<file path="src/rtl/branch_pkg.sv">
// Shared definitions for the branch predict unit:
// branch opcodes, 2-bit BHT counter encoding, branch decode helper.
package branch_pkg;

  localparam logic [5:0] OP_BEQ = 6'b001000;
  localparam logic [5:0] OP_BNE = 6'b001001;
  localparam logic [5:0] OP_BGT = 6'b001010;
  localparam logic [5:0] OP_BGE = 6'b001011;
  localparam logic [5:0] OP_BLT = 6'b001100;
  localparam logic [5:0] OP_BLE = 6'b001101;

  typedef enum logic [1:0] {
    SNT = 2'b00,
    WNT = 2'b01,
    WT  = 2'b10,
    ST  = 2'b11
  } bht_cnt_t;

  localparam bht_cnt_t BHT_RST = WNT;

  function automatic logic is_branch(
    input logic [5:0] op
  );
    logic r;
    r = 1'b0;
    case (op)
      OP_BEQ, OP_BNE, OP_BGT,
      OP_BGE, OP_BLT, OP_BLE: r = 1'b1;
      default: r = 1'b0;
    endcase
    return r;
  endfunction

endpackage

</file>
<file path="src/rtl/branch_predict_unit_bht_table.sv">
// Branch history table: DEPTH x 2-bit saturating counters.
// Ports: clk, rst (sync, high); rd_idx -> rd_state (async read);
//        upd_en/upd_idx/upd_taken sync saturating update.
module bht_table
  import branch_pkg::*;
#(
  parameter int DEPTH = 16,
  parameter int IDX_W = $clog2(DEPTH)
) (
  input  logic             clk,
  input  logic             rst,
  input  logic [IDX_W-1:0] rd_idx,
  output logic [1:0]       rd_state,
  input  logic             upd_en,
  input  logic [IDX_W-1:0] upd_idx,
  input  logic             upd_taken
);

  bht_cnt_t mem [DEPTH];
  bht_cnt_t cur;
  bht_cnt_t nxt;

  // Reads see the pre-update value; no write bypass.
  assign rd_state = mem[rd_idx];
  assign cur      = mem[upd_idx];

  always_comb begin
    nxt = cur;
    case (cur)
      SNT: nxt = upd_taken ? WNT : SNT;
      WNT: nxt = upd_taken ? WT  : SNT;
      WT:  nxt = upd_taken ? ST  : WNT;
      ST:  nxt = upd_taken ? ST  : WT;
      default: nxt = BHT_RST;
    endcase
  end

  always_ff @(posedge clk) begin
    if (rst) begin
      for (int i = 0; i < DEPTH; i++)
        mem[i] <= BHT_RST;
    end else if (upd_en) begin
      mem[upd_idx] <= nxt;
    end
  end

endmodule

</file>
<file path="src/rtl/branch_predict_unit.sv">
// Branch resolution unit with 2-bit BHT prediction and stats.
// Ports: fetch predict (pred_pc/pred_taken), resolve request
//        (res_valid_in, opcode, imm, rd, rs, pc, pred_taken_in),
//        registered result (res_valid, next_pc, taken, mispredict),
//        saturating counters (branch_cnt, mispred_cnt).
module branch_predict_unit
  import branch_pkg::*;
#(
  parameter int ADDRESS_WIDTH = 5,
  parameter int DATA_WIDTH    = 32,
  parameter int BHT_DEPTH     = 16,
  parameter int CNT_WIDTH     = 16
) (
  input  logic                   clk,
  input  logic                   rst,
  input  logic [ADDRESS_WIDTH:0] pred_pc,
  output logic                   pred_taken,
  input  logic                   res_valid_in,
  input  logic [5:0]             opcode,
  input  logic [15:0]            imm,
  input  logic [DATA_WIDTH-1:0]  rd,
  input  logic [DATA_WIDTH-1:0]  rs,
  input  logic [ADDRESS_WIDTH:0] pc,
  input  logic                   pred_taken_in,
  output logic                   res_valid,
  output logic [ADDRESS_WIDTH:0] next_pc,
  output logic                   taken,
  output logic                   mispredict,
  output logic [CNT_WIDTH-1:0]   branch_cnt,
  output logic [CNT_WIDTH-1:0]   mispred_cnt
);

  localparam int IDX_W = $clog2(BHT_DEPTH);

  logic                   accept;
  logic                   cond;
  logic                   mis;
  logic [1:0]             rd_state;
  logic [ADDRESS_WIDTH:0] tgt;

  assign accept = res_valid_in && is_branch(opcode);
  assign tgt    = imm[ADDRESS_WIDTH:0];
  assign mis    = cond != pred_taken_in;

  always_comb begin
    cond = 1'b0;
    case (opcode)
      OP_BEQ: cond = $signed(rd) == $signed(rs);
      OP_BNE: cond = $signed(rd) != $signed(rs);
      OP_BGT: cond = $signed(rd) >  $signed(rs);
      OP_BGE: cond = $signed(rd) >= $signed(rs);
      OP_BLT: cond = $signed(rd) <  $signed(rs);
      OP_BLE: cond = $signed(rd) <= $signed(rs);
      default: cond = 1'b0;
    endcase
  end

  bht_table #(
    .DEPTH (BHT_DEPTH),
    .IDX_W (IDX_W)
  ) u_bht (
    .clk       (clk),
    .rst       (rst),
    .rd_idx    (pred_pc[IDX_W-1:0]),
    .rd_state  (rd_state),
    .upd_en    (accept),
    .upd_idx   (pc[IDX_W-1:0]),
    .upd_taken (cond)
  );

  assign pred_taken = rd_state[1];

  always_ff @(posedge clk) begin
    if (rst) begin
      res_valid  <= 1'b0;
      next_pc    <= '0;
      taken      <= 1'b0;
      mispredict <= 1'b0;
    end else begin
      res_valid  <= accept;
      mispredict <= accept && mis;
      if (accept) begin
        next_pc <= cond ? tgt : pc;
        taken   <= cond;
      end
    end
  end

  always_ff @(posedge clk) begin
    if (rst) begin
      branch_cnt  <= '0;
      mispred_cnt <= '0;
    end else if (accept) begin
      if (branch_cnt != '1)
        branch_cnt <= branch_cnt + 1'b1;
      if (mis && mispred_cnt != '1)
        mispred_cnt <= mispred_cnt + 1'b1;
    end
  end

endmodule

</file>
<file path="config.mk">
export PLATFORM = sky130hd
export DESIGN_NAME = branch_predict_unit
export DESIGN_NICKNAME = d
export VERILOG_FILES = /design/src/rtl/branch_pkg.sv /design/src/rtl/branch_predict_unit_bht_table.sv /design/src/rtl/branch_predict_unit.sv
export SDC_FILE = /design/constraint.sdc
export NUM_CORES = 1
export LEC_CHECK = 0
export CAP_MARGIN = 5
export CORE_MARGIN = 3
export CORE_UTILIZATION = 48
export DETAILED_ROUTE_END_ITERATION = 8
export PLACE_DENSITY_LB_ADDON = 0.12
export SLEW_MARGIN = 20
export SYNTH_ARGS = -nofsm -noshare
export SYNTH_HDL_FRONTEND = slang
export SYNTH_HIERARCHICAL = 1
export SYNTH_SLANG_ARGS = --single-unit
</file>
<file path="constraint.sdc">
create_clock -name clk -period 3.75 [get_ports clk]
set_input_delay 0.5625 -clock clk [delete_from_list [all_inputs] [get_ports clk]]
set_output_delay 0.5625 -clock clk [all_outputs]
set_load 0.01 [all_outputs]
</file>
==> flow_metrics.env, run 1 <==
export IMPL_initial_core_util_pct=50.3
export IMPL_finalMaxSlewViolations=0
export IMPL_finalSetupViolations=0
export IMPL_grt_busiest_layer="met2"
export IMPL_drive_above_1_share_pct=14.3
export IMPL_vias_per_cell=5.54
export IMPL_first_global_vias=4399
export IMPL_dieArea_um2=11100
export IMPL_dp_cells=772
export IMPL_final_common_cell="clkdlybuf4s50_1"
export IMPL_synthCells=505
export IMPL_syn_avg_cell_area_um2=9.43
export IMPL_leakage_nw=2.42
export IMPL_grt_max_degree=29
export IMPL_postCtsSetupRepairBufs=0
export IMPL_routedWlPerCell_um=16.0
export IMPL_fp_dieH_um=106
export IMPL_irDropWorstVdd_uv=208
export IMPL_syn_area_um2=4760
export IMPL_required_ps=3920
export IMPL_gp_congestion=0.819
export IMPL_post_place_ws_ps=-245
export IMPL_drt_initial_drc_count=209
export IMPL_cts_hold_buf=0
export IMPL_port_buffers=131
export IMPL_rows=35
export IMPL_worst_slew_pin_slew_ps=669
export IMPL_met3_usage_pct=5.57
export IMPL_die_w_um=106
export IMPL_fin_ws_ps=115
export IMPL_hold_viol_final=0
export IMPL_final_cell_mix="clkdlybuf4s50_1 (131), inv_1 (42), nand2_1 (41), dfxtp_1 (41)"
export IMPL_critPathCaptureType="flop"
export IMPL_hold_path_class="flop to flop"
export IMPL_clkSinkCount=73
export IMPL_grt_use_met1_pct=28.7
export IMPL_track_usage_pct=23.2
export IMPL_tns_ps=0
export IMPL_synth_fp_nets=641
export IMPL_hold_slack_ps=483
export IMPL_finalCritPeriodShare_pct=96.9
export IMPL_clock_path_buffers=2
export IMPL_final_cells=788
export IMPL_hpwl_um=9650
export IMPL_crit_chain="clkdlybuf4s50_1, inv_1, ha_1, and4_1, a221oi_1, o221ai_1, nor4b_2, o2bb2ai_2, mux2i_4, and3_1, inv_1, maj3_4, nor3_1"
export IMPL_status="finished, final reports clean"
export IMPL_period_minus_slack_ps=3630
export IMPL_cts_made_buffers=9
export IMPL_crit_fanout=16
export IMPL_areaGrowthSynthToFinish_pct=37.4
export IMPL_drc=0
export IMPL_ctsResizeCount=0
export IMPL_path_clk_slew_ps=80
export IMPL_critPathMaxStageDelay_ps=470
export IMPL_path_class="input port to flop"
export IMPL_startpoint_type="input port"
export IMPL_crit_arrival_ps=3800
export IMPL_fin_util_pct=69.2
export IMPL_nets=790
export IMPL_powerDensity_nw_per_um2=285
export IMPL_antenna_left=0
export IMPL_cts_root_buf="clkbuf_8"
export IMPL_cts_tree="built"
export IMPL_gr_total_overflow=0
export IMPL_max_freq_mhz=275
export IMPL_slew_headroom_pct=55.3
export IMPL_drt_wl_total_um=12600
export IMPL_dr_pass1_iters=5
export IMPL_cpMostUsedCell="inv_1"
export IMPL_clock_skew_ps=10.9
export IMPL_clk_latency_ps=350
export IMPL_antenna_found_initial=0
export IMPL_num_antenna_cells=0
export IMPL_core_um2=9460
export IMPL_critPathSlowestCell="maj3_4"
export IMPL_htree_levels=3
export IMPL_grt_pass1_wl_um=21000
export IMPL_rsz0062_at_grt="false"
export IMPL_synth_warnings=6
export IMPL_grt_use_met2_pct=40.9
export IMPL_cap_viol_max_count=0
export IMPL_ios=144
export IMPL_via_count=4362
critical path: cells and delay by family:
| kind | cells | cell delay, ps |
|---|---|---|
| simple gates | 4 | 900 |
| compound gates | 3 | 720 |
| fa+ha+maj | 2 | 770 |
| mux | 1 | 280 |
| buf+inv | 3 | 550 |
worst paths after layout:
check / start / slack, ps / end / cells past startpoint
hold reg to reg: taken / 480 / taken / 2
setup reg to reg: mispred_cnt[4] / 1290 / mispred_cnt[13] / 8
setup / recovery: rs[30] / 120 / u_bht/mem[11][1] / 13
hold / removal: taken / 480 / taken / 2
power breakdown:
group / switching, W / internal, W / leakage (nW)
clock: 0.000308 / 0.000378 / 0.103
combinational: 0.000150 / 0.000187 / 1.70
sequential: 0.00000550 / 0.000836 / 0.608
cell type report:
cell class / count / area (µm²)
Sequential cell: 73 / 1780
Inverter: 43 / 161
Tap cell: 129 / 161
Fill cell: 774 / 2920
Multi-Input combinational cell: 370 / 2710
Clock buffer: 10 / 128
Clock inverter: 6 / 90.1
Timing Repair Buffer: 157 / 1510
registers in the layout, summed over array words and instances (netlist names):
register and cells:
u_bht/mem 32, branch_cnt 16, mispred_cnt 16, next_pc 6
mispredict 1, res_valid 1, taken 1
per-layer routing:
metal | wire, µm | share of wire, % | up-vias
met3 | 799 | 6.3 | 21
met2 | 6410 | 51 | 145
met1 | 5200 | 41 | 2071
met5 | 0 | 0 | -
li1 | - | - | 2125
met4 | 188 | 1.5 | 0
through the flow:
stage	cell area [µm²]	power (W)
after global placement	6320	0.00119
after global routing	6540	0.00196
after detailed placement	6320	0.00120
after CTS	6540	0.00188
after floorplan	4760	0.00103
final	6540	0.00186
Power figures use the tool's default switching activity.
==> run 2: changes to the inputs <==
--- a/config.mk
+++ b/config.mk
@@ -6,6 +6,7 @@
 export NUM_CORES = 1
 export LEC_CHECK = 0
 export CAP_MARGIN = 5
+export CORE_ASPECT_RATIO = 0.75
 export CORE_MARGIN = 3
 export CORE_UTILIZATION = 48
 export DETAILED_ROUTE_END_ITERATION = 8
==> run 2 against run 1 <==
Compared with the run above: sequential power about the same; critical path depth stayed put; fmax increased by 0.42%; non-clock buffer count is 4 higher; global-route usage grew 0.40 points; clock skew is 5.2 ps lower; design area up 3.5%; clock-buffer cell count stayed put; total power rose by 21%; register-to-register slack got worse by 80 ps; largest cell class unchanged; highest routed layer unchanged.
==> flow_metrics.env, run 2 (synthesis gave the netlist of run 1 again) <==
export IMPL_drc=0
export IMPL_powerDensity_nw_per_um2=333
export IMPL_core_um2=9350
export IMPL_routedWlPerCell_um=17.1
export IMPL_fp_dieH_um=92.3
export IMPL_cts_tree="built"
export IMPL_hold_path_class="flop to flop"
export IMPL_top_register="u_bht/mem"
export IMPL_status="finished, final reports clean"
export IMPL_htree_levels=3
export IMPL_clk_latency_ps=330
export IMPL_finalCritPeriodShare_pct=96.5
export IMPL_hpwl_um=9920
export IMPL_finalMaxSlewViolations=0
export IMPL_stdcell_area_um2=6770
export IMPL_grt_max_degree=46
export IMPL_clock_path_buffers=2
export IMPL_vias_per_cell=5.57
export IMPL_path_clk_slew_ps=60
export IMPL_num_antenna_cells=0
export IMPL_clkSinkCount=73
export IMPL_die_w_um=121
export IMPL_hold_viol_final=0
export IMPL_track_usage_pct=23.6
export IMPL_final_common_cell="clkdlybuf4s50_1"
export IMPL_reg_top3="u_bht/mem: 32 flops, branch_cnt: 16 flops, mispred_cnt: 16 flops"
export IMPL_dieArea_um2=11200
export IMPL_antenna_found_initial=0
export IMPL_gp_congestion=0.844
export IMPL_cts_root_buf="clkbuf_16"
export IMPL_nets=795
export IMPL_final_cell_mix="clkdlybuf4s50_1 (131), inv_1 (42), nand2_1 (41), dfxtp_1 (41)"
export IMPL_worst_slew_pin_slew_ps=686
export IMPL_initial_core_util_pct=50.9
export IMPL_startpoint_type="input port"
export IMPL_crit_fanout=15
export IMPL_finalSetupViolations=0
export IMPL_slew_headroom_pct=54.1
export IMPL_hold_slack_ps=467
export IMPL_crit_arrival_ps=3840
export IMPL_rsz0062_at_grt="true"
export IMPL_path_class="input port to flop"
export IMPL_postPlaceCellArea_um2=6300
export IMPL_irDropWorstVdd_uv=295
export IMPL_leakage_nw=2.53
export IMPL_via_count=4413
export IMPL_required_ps=3970
export IMPL_areaGrowthSynthToFinish_pct=42.2
export IMPL_power_w=0.00225
export IMPL_nFillCells=685
export IMPL_antenna_left=0
export IMPL_gr_total_overflow=0
export IMPL_cts_hold_buf=0
export IMPL_ios=144
export IMPL_final_seq_area_um2=1780
export IMPL_period_minus_slack_ps=3620
export IMPL_multi_input_comb_area_um2=2750
export IMPL_cts_made_buffers=9
export IMPL_port_buffers=131
export IMPL_clock_skew_ps=5.62
export IMPL_critPathCaptureType="flop"
export IMPL_grt_pass1_wl_um=21000
export IMPL_largest_register_ffs=32
export IMPL_first_global_vias=4271
export IMPL_ff2ff_setup_slack_ps=1210
export IMPL_rows=30
export IMPL_drt_wl_total_um=13600
export IMPL_cap_viol_max_count=0
export IMPL_dr_pass1_iters=5
export IMPL_drt_initial_drc_count=195
export IMPL_drive_above_1_share_pct=15.5
export IMPL_max_freq_mhz=276
[run 2: cell count changes in the layout (fill, tap and decap cells not counted), moves of 2 or more]
cell | previous run | this run
buf_4 | 26 | 29
clkbuf_16 | 0 | 10
clkbuf_8 | 9 | 0
nor3_1 | 14 | 12
nor3_2 | 0 | 2
[run 2: final timing paths]
check | from | end | cells after the start
max reg2reg | mispred_cnt[5] | mispred_cnt[15] | 8
min | taken | taken | 2
max | rs[14] | mispred_cnt[15] | 13
min reg2reg | taken | taken | 2
[run 2: final cells by class]
type	instances	share of cell area [%]
Multi-Input combinational cell	371	40.6
Sequential cell	73	26.3
Timing Repair Buffer	161	22.9
Clock buffer	10	3.70
Inverter	43	2.38
Tap cell	128	2.37
Clock inverter	6	1.76
[run 2: power by group]
part,switching [W],leakage [nW],internal (W)
Sequential,0.00000573,0.608,0.000837
Clock,0.000355,0.181,0.000700
Combinational,0.000160,1.74,0.000196
[run 2: through the flow]
stage	TNS, ps	instances	worst slack (ps)	util (%)
floorplan	0	505	322	-
global placement	-905	768	-117	67.4
detailed placement	-3800	768	-203	67.4
CTS	0	784	107	71.4
global route	-81.9	792	-30.7	72.4
finish	0	792	131	72.4
[run 2: worst max-delay path, cell delays in order]
cell and delay [ps]:
clkdlybuf4s50_1 460, inv_1 40, ha_1 310, nand4_1 230, nor4_2 350, buf_4 170
a31oi_1 80, o21bai_1 210, or4_4 520, a21oi_4 200, nor2_4 100, nor3_1 240
mux2_2 360
[run 2: layer usage]
layer | routed length, µm | share of wire [%] | track usage [%]
met1 | 5940 | 44 | 30.5
met2 | 6440 | 48 | 39.5
met3 | 1050 | 7.7 | 6.84
met4 | 120 | 0.89 | 4.81
met5 | 0 | 0 | 0
[run 2: timing repair]
action	in CTS	in global routing
resized for setup	0	4
endpoints found under the hold margin	0	0
setup endpoints to repair	0	7
buffers inserted	0	7
==> run 3: changes to the inputs <==
--- a/config.mk
+++ b/config.mk
@@ -5,10 +5,11 @@
 export SDC_FILE = /design/constraint.sdc
 export NUM_CORES = 1
 export LEC_CHECK = 0
+export ABC_AREA = 1
 export CAP_MARGIN = 5
 export CORE_ASPECT_RATIO = 0.75
 export CORE_MARGIN = 3
-export CORE_UTILIZATION = 48
+export CORE_UTILIZATION = 50
 export DETAILED_ROUTE_END_ITERATION = 8
 export PLACE_DENSITY_LB_ADDON = 0.12
 export SLEW_MARGIN = 20
==> run 3 against run 2 <==
Compared with the run above: routed wire length up 5.9%; sequential power hardly changed; fmax up 13%; first-iteration DRC count up 56%; highest routed layer unchanged.
==> flow_metrics.env, run 3 <==
export IMPL_rows=31
export IMPL_final_cell_mix="nand2_1 (206), inv_1 (141), clkdlybuf4s50_1 (131)"
export IMPL_final_common_cell="nand2_1"
export IMPL_path_class="input port to flop"
export IMPL_finalCritPeriodShare_pct=85.2
export IMPL_final_cells=1037
export IMPL_critPathCaptureType="flop"
export IMPL_gp_congestion=0.916
export IMPL_required_ps=3810
export IMPL_worst_slew_pin_slew_ps=782
export IMPL_routedWlPerCell_um=13.8
export IMPL_clock_path_buffers=2
export IMPL_die_w_um=125
export IMPL_syn_avg_cell_area_um2=6.87
export IMPL_tns_ps=0
export IMPL_critPathSlowestCell="clkdlybuf4s50_1"
export IMPL_vias_per_cell=5.10
export IMPL_crit_fanout=16
export IMPL_antenna_found_initial=0
export IMPL_ios=144
export IMPL_rsz0062_at_grt="false"
export IMPL_reg_top3="u_bht/mem: 32 flops, branch_cnt: 16 flops, mispred_cnt: 16 flops"
export IMPL_clk_latency_ps=330
export IMPL_cts_tree="built"
export IMPL_drive_above_1_share_pct=8.07
export IMPL_areaGrowthSynthToFinish_pct=31.3
export IMPL_clock_skew_ps=9.75
export IMPL_dieArea_um2=11900
export IMPL_hold_viol_final=0
export IMPL_initial_core_util_pct=53.1
export IMPL_finalMaxSlewViolations=0
export IMPL_cap_viol_max_count=0
export IMPL_clkSinkCount=73
export IMPL_top_register="u_bht/mem"
export IMPL_crit_chain="clkdlybuf4s50_1, inv_1, ha_1, a21oi_1, nor2_1, nor2_1, nand2_1, a21oi_1, nand2_1, nand2_1, nand3_2, nand2_1, nand2_1, inv_2, nand3_1, buf_4, nand2_2, a21oi_1"
export IMPL_postCtsSetupRepairBufs=0
export IMPL_drt_initial_drc_count=305
export IMPL_synth_fp_nets=909
export IMPL_synth_warnings=6
export IMPL_ctsResizeCount=0
export IMPL_hpwl_um=10900
export IMPL_antenna_left=0
export IMPL_irDropWorstVdd_uv=288
export IMPL_fp_dieH_um=95.3
export IMPL_slew_headroom_pct=47.8
export IMPL_power_w=0.00199
export IMPL_cts_made_buffers=9
export IMPL_crit_arrival_ps=3250
export IMPL_core_um2=10000
export IMPL_hold_path_class="flop to flop"
export IMPL_leakage_nw=3.08
export IMPL_track_usage_pct=24.0
export IMPL_largest_register_ffs=32
export IMPL_cts_root_buf="clkbuf_16"
export IMPL_period_minus_slack_ps=3200
export IMPL_num_antenna_cells=0
export IMPL_max_freq_mhz=313
export IMPL_finalSetupViolations=0
export IMPL_gr_total_overflow=0
export IMPL_htree_levels=3
export IMPL_dr_pass1_iters=5
export IMPL_grt_pass1_wl_um=23600
export IMPL_dp_cells=1021
export IMPL_cpMostUsedCell="nand2_1"
export IMPL_port_buffers=131
export IMPL_grt_max_degree=27
export IMPL_path_clk_slew_ps=60
export IMPL_cts_hold_buf=0
export IMPL_nFillCells=836
export IMPL_via_count=5284
export IMPL_first_global_vias=5103
export IMPL_syn_area_um2=5310
export IMPL_critPathMaxStageDelay_ps=460
export IMPL_nets=1036
export IMPL_drt_wl_total_um=14400
export IMPL_synthCells=773
export IMPL_drc=0
export IMPL_powerDensity_nw_per_um2=286
export IMPL_status="finished, final reports clean"
export IMPL_startpoint_type="input port"
==> run 3: cell type report <==
cell class	instances	area [µm²]	area share (%)
clock inverters	5	40.0	0.574
well taps	132	165	2.37
flip-flops and latches	73	1780	25.5
inverters	153	576	8.25
clock buffers	11	233	3.34
multi-input cells	525	2820	40.4
repair buffers	138	1360	19.6
==> run 3: stage by stage <==
step	worst slack (ps)	utilization, %	hold WS [ps]	instance area (µm²)
after global placement	289	67.0	451	6700
after detailed placement	227	67.0	458	6700
after global routing	303	69.7	497	6980
after floorplan	989	-	490	5310
final	554	69.7	474	6980
after CTS	556	69.7	469	6980
==> run 3: metal layers <==
metal  vias up  track usage, %  wire (µm)  share of wire [%]
met1      2341            31.1       6440                 45
met5         -               0          0                  0
met2       202            41.0       6500                 45
met4         0            6.41        244                1.7
li1       2716               -          -                  -
met3        25            5.49       1170                8.1
==> run 3: path summary, 6_finish.rpt <==
check	slack, ps	endpoint	cells past startpoint	startpoint
worst max register to register	1150	mispred_cnt[14]	15	mispred_cnt[0]
worst max-delay path	550	u_bht/mem[2][1]	18	rs[29]
worst min register to register	470	next_pc[4]	2	next_pc[4]
worst min-delay path	470	next_pc[4]	2	next_pc[4]
==> run 3: worst max-delay path, delay by kind of cell <==
kind	cells	cell delay (ps)
simple gates	10	1140
buf+inv	4	760
compound gates	3	530
fa+ha+maj	1	280
==> run 3: report_power, final <==
part | internal (W) | switching (W) | leakage (nW) | total, W
clock network | 0.000453 | 0.000346 | 0.134 | 0.000799
registers | 0.000839 | 0.00000694 | 0.608 | 0.000846
logic | 0.000166 | 0.000182 | 2.34 | 0.000348
